## src/rtl/mat_vec_pkg.sv

```systemverilog
// Shared types and helpers for the binary-vector by matrix engine.
package mat_vec_pkg;

   localparam int unsigned COEF_ROW_STRIDE = 16;

   typedef enum logic [1:0] {
      S_IDLE    = 2'd0,
      S_COMPUTE = 2'd1,
      S_OUTPUT  = 2'd2
   } state_t;

   // Power-on coefficient for row/col; callers truncate to the coefficient width.
   function automatic int unsigned default_coef(input int unsigned row, input int unsigned col);
      return row * COEF_ROW_STRIDE + col + 1;
   endfunction

endpackage

```

## src/rtl/mat_vec_coef_rf.sv

```systemverilog
// N x N coefficient register file: one write port, one combinational read port.
module mat_vec_coef_rf
   import mat_vec_pkg::*;
#(
   parameter int unsigned N  = 6,
   parameter int unsigned DW = 8
) (
   input  logic                   clk,
   input  logic                   rst_n,
   input  logic                   we,
   input  logic [$clog2(N)-1:0]   wr_row,
   input  logic [$clog2(N)-1:0]   wr_col,
   input  logic [DW-1:0]          wr_data,
   input  logic [$clog2(N)-1:0]   rd_row,
   input  logic [$clog2(N)-1:0]   rd_col,
   output logic [DW-1:0]          rd_data
);

   logic [DW-1:0] mem [N][N];

   // Reset restores the default matrix; write address is pre-qualified by the caller.
   always_ff @(posedge clk or negedge rst_n) begin
      if (!rst_n) begin
         for (int unsigned i = 0; i < N; i++) begin
            for (int unsigned j = 0; j < N; j++) begin
               mem[i][j] <= DW'(default_coef(i, j));
            end
         end
      end else if (we) begin
         mem[wr_row][wr_col] <= wr_data;
      end
   end

   assign rd_data = mem[rd_row][rd_col];

endmodule

```

## src/rtl/mat_vec_engine.sv

```systemverilog
// Binary vector times coefficient matrix: one MAC per cycle, results streamed by column.
module mat_vec_engine
   import mat_vec_pkg::*;
#(
   parameter int unsigned N  = 6,
   parameter int unsigned DW = 8,
   parameter int unsigned AW = DW + $clog2(N)
) (
   input  logic                   clk,
   input  logic                   rst_n,
   input  logic                   in_valid,
   output logic                   in_ready,
   input  logic [N-1:0]           in_vec,
   input  logic                   coef_we,
   input  logic [$clog2(N)-1:0]   coef_row,
   input  logic [$clog2(N)-1:0]   coef_col,
   input  logic [DW-1:0]          coef_data,
   output logic                   coef_err,
   output logic                   out_valid,
   input  logic                   out_ready,
   output logic [AW-1:0]          out_data,
   output logic [$clog2(N)-1:0]   out_idx,
   output logic                   out_last,
   output logic                   busy
);

   localparam int unsigned RW = $clog2(N);

   state_t          state_q, state_d;
   logic [N-1:0]    v_q, v_d;
   logic [RW-1:0]   row_q, row_d;
   logic [RW-1:0]   col_q, col_d;
   logic [AW-1:0]   acc_q, acc_d;

   logic            in_ready_d, busy_d, out_valid_d, out_last_d, coef_err_d;
   logic [AW-1:0]   out_data_d;
   logic [RW-1:0]   out_idx_d;

   logic            coef_addr_ok_c, coef_wr_c;
   logic [DW-1:0]   rd_data_c;
   logic [AW-1:0]   sum_c;

   // Writes only land in IDLE with an in-range address; anything else is flagged.
   assign coef_addr_ok_c = (32'(coef_row) < N) && (32'(coef_col) < N);
   assign coef_wr_c      = coef_we && (state_q == S_IDLE) && coef_addr_ok_c;
   assign sum_c          = acc_q + (v_q[row_q] ? AW'(rd_data_c) : AW'(0));

   mat_vec_coef_rf #(
      .N  (N),
      .DW (DW)
   ) u_coef_rf (
      .clk     (clk),
      .rst_n   (rst_n),
      .we      (coef_wr_c),
      .wr_row  (coef_row),
      .wr_col  (coef_col),
      .wr_data (coef_data),
      .rd_row  (row_q),
      .rd_col  (col_q),
      .rd_data (rd_data_c)
   );

   always_ff @(posedge clk or negedge rst_n) begin
      if (!rst_n) begin
         state_q   <= S_IDLE;
         v_q       <= '0;
         row_q     <= '0;
         col_q     <= '0;
         acc_q     <= '0;
         in_ready  <= 1'b1;
         busy      <= 1'b0;
         out_valid <= 1'b0;
         out_data  <= '0;
         out_idx   <= '0;
         out_last  <= 1'b0;
         coef_err  <= 1'b0;
      end else begin
         state_q   <= state_d;
         v_q       <= v_d;
         row_q     <= row_d;
         col_q     <= col_d;
         acc_q     <= acc_d;
         in_ready  <= in_ready_d;
         busy      <= busy_d;
         out_valid <= out_valid_d;
         out_data  <= out_data_d;
         out_idx   <= out_idx_d;
         out_last  <= out_last_d;
         coef_err  <= coef_err_d;
      end
   end

   // Next-state and next-output logic; outputs are loaded one edge ahead of their state.
   always_comb begin
      state_d     = state_q;
      v_d         = v_q;
      row_d       = row_q;
      col_d       = col_q;
      acc_d       = acc_q;
      in_ready_d  = in_ready;
      busy_d      = busy;
      out_valid_d = out_valid;
      out_data_d  = out_data;
      out_idx_d   = out_idx;
      out_last_d  = out_last;
      coef_err_d  = coef_err | (coef_we & ~coef_wr_c);

      unique case (state_q)
         S_IDLE: begin
            if (in_valid) begin
               v_d        = in_vec;
               row_d      = '0;
               col_d      = '0;
               acc_d      = '0;
               in_ready_d = 1'b0;
               busy_d     = 1'b1;
               state_d    = S_COMPUTE;
            end
         end
         S_COMPUTE: begin
            acc_d = sum_c;
            if (row_q == RW'(N - 1)) begin
               state_d     = S_OUTPUT;
               out_valid_d = 1'b1;
               out_data_d  = sum_c;
               out_idx_d   = col_q;
               out_last_d  = (col_q == RW'(N - 1));
            end else begin
               row_d = row_q + RW'(1);
            end
         end
         S_OUTPUT: begin
            if (out_ready) begin
               out_valid_d = 1'b0;
               if (out_last) begin
                  state_d    = S_IDLE;
                  in_ready_d = 1'b1;
                  busy_d     = 1'b0;
               end else begin
                  col_d   = col_q + RW'(1);
                  row_d   = '0;
                  acc_d   = '0;
                  state_d = S_COMPUTE;
               end
            end
         end
         default: begin
            state_d     = S_IDLE;
            in_ready_d  = 1'b1;
            busy_d      = 1'b0;
            out_valid_d = 1'b0;
         end
      endcase
   end

endmodule

```

## config.mk

```make
export PLATFORM = sky130hd
export DESIGN_NAME = mat_vec_engine
export DESIGN_NICKNAME = d
export VERILOG_FILES = /design/src/rtl/mat_vec_pkg.sv /design/src/rtl/mat_vec_coef_rf.sv /design/src/rtl/mat_vec_engine.sv
export SDC_FILE = /design/constraint.sdc
export NUM_CORES = 1
export LEC_CHECK = 0
export BUFFER_PORTS_ARGS = -buffer_cell sky130_fd_sc_hd__buf_4
export CAP_MARGIN = 5
export CORE_ASPECT_RATIO = 0.9
export CORE_MARGIN = 5
export CORE_UTILIZATION = 57
export CTS_CLUSTER_DIAMETER = 150
export DETAILED_ROUTE_END_ITERATION = 7
export PLACE_DENSITY = 0.77
export SYNTH_ARGS = -nofsm -noshare
export SYNTH_HDL_FRONTEND = slang
export SYNTH_SLANG_ARGS = --single-unit
export TNS_END_PERCENT = 50
```

## constraint.sdc

```tcl
create_clock -name clk -period 3.4 [get_ports clk]
set_input_delay 0 -clock clk [delete_from_list [all_inputs] [get_ports clk]]
set_output_delay 0 -clock clk [all_outputs]
set_load 0.02 [all_outputs]
```

# Yosys cells after proc, flatten, opt, wreduce, memory -nomap -nowiden
# Cells that the tools add are included.
# totals
register_bits	332
wordCells	137
inputBits	25
out_inout_bits	19
# op_classes
add_sub_neg	3
n_reduce_logical	16
n_bitwise	9
muxes	42
eq_ne	10
magnitude_cmp	9
# op_table
cell	count
$bwmux 288	1
$bmux 48 s3	1
$demux 48 s3	1
$mux 48	3
$mux 11	3
$pmux 11 s3	1
$mux 8	4
$bmux 8 s3	1
$demux 8 s3	1
$mux 3	6
$ge 4x4->1 const B	4
$not 3->4	4
$ne 2x2->1 const B	6
$reduce_and 4->1	3
$add 11x8->11	1
$mux 1	10
$pmux 1 s3	3
$pmux 3 s3	1
$lt 4x1->1 const B	2
$add 3x1->3 const B	2
$eq 3x3->1 const B	2
$lt 3x3->1 const B	2
$mux 2	3
$pmux 2 s3	1
other kinds (15)	23

# Longest topological paths before layout
# logic_depth
word_depth	10
depth_mapped	15
ltp_nobuf	13

# Modules after synthesis
# Synthesis repeated with hierarchy kept, for this count alone.
# unflattened
hier_cells	1118
area_unflattened_um2	15850.2
# modules_own_cells
mod	cells_per_inst	instances	area_per_inst_um2	seq_area_each_um2
mat_vec_coef_rf	901	1	13559.3	7327.0
mat_vec_engine	217	1	2290.9	1102.3

# Worst setup path after synthesis
# OpenSTA, ideal clock, no wires.
# synth_path
path_kind	register -> register
startpoint	register row_q[0]
endpoint	register acc_q[6]
path_slack_ns	-0.053
period_less_slack_ns	3.453
stages_incl_launch_ff	14
setup_time_ns	0.136
required_time_ns	3.264
path_buffers	2
arrival_ns	3.317
cell_sequence	dfrtp_1 > buf_2 > buf_2 > mux4_2 > mux2i_1 > a31oi_1 > ha_1 > fa_1 > a21o_1 > a21oi_1 > o21bai_1 > a21oi_1 > xor2_1 > o21ai_0
# synth_between
elab_chain_len	10
elab_cells_between_ends	12
classes_between	add/sub: 1; mux: 10; bitwise: 1
# synth_lines
element	line_no	text
from (decl)	mat_vec_engine.sv:31	logic [RW-1:0] row_q, row_d;
from (signal assigned)	mat_vec_engine.sv:80	row_q <= row_d;
$not 3->4 (not written as such)	mat_vec_coef_rf.sv:34	assign rd_data = mem[rd_row][rd_col];
$bmux 48 s3	mat_vec_coef_rf.sv:34	
$mux 48 (not written as such) (2 in series)	mat_vec_coef_rf.sv:34	
$bmux 8 s3	mat_vec_coef_rf.sv:34	
$mux 8 (not written as such) (2 in series)	mat_vec_coef_rf.sv:34	
$mux 8 *	mat_vec_engine.sv:46	assign sum_c = acc_q + (v_q[row_q] ? AW'(rd_data_c) : AW'(0));
$add 11x8->11 *	mat_vec_engine.sv:46	
$pmux 11 s3 *	mat_vec_engine.sv:108	unique case (state_q)
to (signal assigned)	mat_vec_engine.sv:69	acc_q <= '0;
to (signal assigned)	mat_vec_engine.sv:82	acc_q <= acc_d;
to (decl)	mat_vec_engine.sv:33	logic [AW-1:0] acc_q, acc_d;
# Every way passes the cells marked *; elsewhere a longest branch is shown, timed or not. The select of a mux whose other input is x is not followed.
# A chain may end at the register's enable or synchronous reset.

# Worst setup path after layout
# layout_path
startpoint	register row_q[0]
endpoint	register acc_q[7]
# Same word-level chain as after synthesis.

==> flow_metrics.py <==
metrics = {
    "worst_setup_path": {
        "endpoint_kind": "flip-flop",
        "path_buf_inv": 4,
        "crit_chain": "buf_12, buf_12, buf_12, mux4_2, nand2_1, nand2_1, o211ai_1, a31oi_4, ha_4, buf_4, a21o_1, a21o_1, a31oi_1, xnor2_1, o21ai_1",
        "crit_path_start_kind": "flip-flop",
        "slowest_stage": "dfrtp_4",
        "slowest_delay_ps": 510,
        "required_ps": 3780,
        "crit_fanout": 4,
        "worst_path_most_repeated_cell": "buf_12",
        "arrival_ps": 3840,
        "cpLargestDelayFamily": "compound AO/OA/AOI/OAI gates",
        "critPathKind": "flip-flop to flip-flop",
    },
    "routing": {
        "totalWireLength_um": 36500,
        "avgViaCountPerCell": 6.15,
        "top_layer": "met4",
        "dr.pass1.iters": 5,
        "ant_nets": 0,
        "route.detailed.drc": 0,
        "wl_met1_um": 16600,
        "dr_wl_met2_um": 16800,
        "wl_met3_um": 2260,
        "wl_per_cell_um": 22.9,
        "dr_total_vias": 9793,
        "drtIter0Drc": 650,
    },
    "placement": {
        "placedCellCount": 1499,
        "port_buffers": 43,
        "globalplace.congestion": 0.856,
        "postPlaceCellArea_um2": 16800,
        "dp_hpwl_um": 23300,
    },
    "timing": {
        "setup-tns-final_ps": -216,
        "slew_violations": 0,
        "fin_hold_ws_ps": 33.8,
        "worst_slack_ps": -61.3,
        "fin_skew_ps": 13.4,
        "rsz0062_at_grt": "yes",
        "relSlewSlack_pct": 38.4,
        "fmax_ghz": 0.289,
        "finalCritPeriodShare_pct": 102,
        "hold_viol": 0,
        "period_needed_ps": 3460,
        "worstMarginPinSlew_ps": 922,
        "finalSetupViolations": 5,
    },
    "cts": {
        "insertion_delay_ps": 510,
        "clk_pin_slew_ps": 60,
        "clockBufferDepth": 3,
        "cts_buffers": 35,
        "cts_tree": "built",
        "cts.sinks": 332,
        "h-tree-depth": 2,
        "root_buffer": "clkbuf_16",
    },
    "die": {
        "die-area_um2": 31200,
        "row_count": 57,
        "die_y_um": 168,
        "io_pins": 44,
        "die_w_um": 186,
        "initial_core_util_pct": 58.2,
        "fp.coreArea_um2": 27200,
    },
    "power_and_ir_drop": {
        "powerDensity_nw_per_um2": 693,
        "clock_power_share_pct": 29.9,
        "pwr-share-seq_pct": 39.4,
        "p_comb_share_pct": 30.7,
        "p_leak_nw": 8.48,
        "sw_frac_of_total_pct": 30.7,
        "p_switching_mw": 3.92,
        "power.internal_mw": 8.84,
        "ir_drop_v": 0.000516,
    },
    "job": {
        "maxCapViolCount": 0,
    },
    "logic_synthesis": {
        "yosys_warnings": 0,
        "yosysUniqueCellTypes": 56,
        "synth_common_cells": "mux2_2 (303), dfrtp_1 (235), nand2_1 (102)",
        "synth.area.top_cells": "dfrtp_1 (37%), mux2_2 (22%), dfstp_2 (16%), mux4_2 (8.1%), nand2_1 (2.4%)",
        "synth.most_common_cell": "mux2_2",
        "async_flop_share_pct": 100,
        "synth_cells": 1129,
        "yosys.area.top_type_share_pct": 37.2,
        "synth-seq-cells": 332,
        "netlist_area_um2": 15800,
        "syn_avg_cell_area_um2": 14.0,
        "synthFlopType": "dfrtp_1",
        "yosysTopAreaCell": "dfrtp_1",
        "yosysSeqAreaShare_pct": 53.3,
        "synth_nets": 1167,
        "synth_edf_count": 0,
    },
    "finish": {
        "syn_to_final_growth_pct": 16.4,
        "nets": 1250,
        "fill_cells": 1824,
        "multi_input_area_um2": 7230,
        "seq_area_um2": 8440,
        "stdcell_count": 1592,
        "fin_util_pct": 67.7,
        "final_area_um2": 18400,
        "layout-drive-gt1-share_pct": 55.0,
        "diodes": 0,
    },
    "grt": {
        "grt_pass1_wl_um": 57900,
        "grt_overflow": 0,
        "grt_max_degree": 93,
        "grt_usage_pct": 23.6,
        "grt_pass1_vias": 10200,
        "antenna_found_initial": 0,
    },
    "worst_hold_path": {
        "hp-class": "input pin to flip-flop",
    },
    "run_status": {
        "status": "finished with violations",
        "violations": "setup timing",
    },
}
-- worst reg2reg max path: cells and delay by family (launching register included) --
kind / cells / cell delay (ps)
xor+xnor: 1 / 190
fa+ha+maj: 1 / 270
buf+inv: 4 / 530
mux: 1 / 410
flops: 1 / 510
simple gates: 2 / 150
compound gates: 6 / 1270
-- path summary, 6_finish.rpt --
check	startpoint	end	slack, ps	depth (start not counted)
setup / recovery	row_q[0]	acc_q[7]	-60	15
hold / removal	coef_data[0]	u_coef_rf.mem[120]	30	2
setup reg to reg	row_q[0]	acc_q[7]	-60	15
hold reg to reg	out_idx[1]	out_idx[1]	480	2
max in group asynchronous	rst_n	u_coef_rf.mem[162]	2340	3
min in group asynchronous	rst_n	out_data[4]	100	2
-- flip-flops by register name, indices dropped and copies added, names as in the netlist --
signal and count:
out_idx 3, out_data 11, u_coef_rf.mem 288, busy 1
v_q 6, out_valid 1, coef_err 1, out_last 1
col_q 3, state_q 2, row_q 3, acc_q 11
in_ready 1
-- metal layers --
layer  vias to the layer above  track usage (%)
li1                       4306                -
met1                      5132             35.4
met2                       281             35.7
met3                        74             4.60
met4                         0             6.02
met5                         -                0
-- metrics by stage --
| stage | worst slack, ps | total power [mW] |
|---|---|---|
| after floorplan | 6.72 | 7.24 |
| after global placement | 61.8 | 8.48 |
| after detailed placement | -54.9 | 8.57 |
| after CTS | 2.02 | 12.4 |
| after global routing | -156 | 13.3 |
| final | -61.3 | 12.8 |
-- power groups by stage --
| stage | Clock, mW | Sequential [mW] | Combinational [mW] |
|---|---|---|---|
| after floorplan | 0 | 4.97 | 2.26 |
| after global placement | 0 | 5.05 | 3.43 |
| after detailed placement | 0 | 5.07 | 3.49 |
| after CTS | 3.88 | 5.01 | 3.52 |
| after global routing | 4.05 | 5.09 | 4.20 |
| final | 3.81 | 5.03 | 3.92 |
-- cell type report --
class | instances | area share (%)
inverters | 7 | 0.163
flip-flops and latches | 332 | 45.8
well taps | 354 | 2.41
clock buffers | 55 | 5.72
repair buffers | 116 | 6.07
clock inverters | 8 | 0.503
multi-input cells | 720 | 39.3
-- layout by cell type (no fill, tap or decap), types with 7 or more instances in the layout --
master,n
a31oi_1,21
clkbuf_1,12
o21ai_0,18
a21oi_1,7
a22oi_1,8
nor2b_1,12
nand2_1,98
mux4_2,57
clkbuf_16,38
nor2_1,13
buf_12,14
mux2_2,300
nor2_2,10
buf_4,85
o211ai_1,10
ha_1,9
nand2_2,14
dfrtp_1,232
dlygate4sd3_1,11
a21o_1,8
mux2i_1,35
dfstp_2,97
-- what timing repair did --
action	CTS	global route
resized for setup	3	38
pin swaps	0	28
setup endpoints to repair	6	12
hold buffers	11	0
endpoints found under the hold margin	102	0
buffers inserted	0	18
cloned	0	1
-- cell families after synthesis --
kind of cell	synth area share, %
adder cells (fa/ha/maj)	1.08
AO/OA/AOI/OAI	4.03
multiplexers	32.2
buffers and inverters	1.99
AND/OR/NAND/NOR	6.92
XOR/XNOR	0.498
flip-flops	53.3
Power figures use the tool's default switching activity.
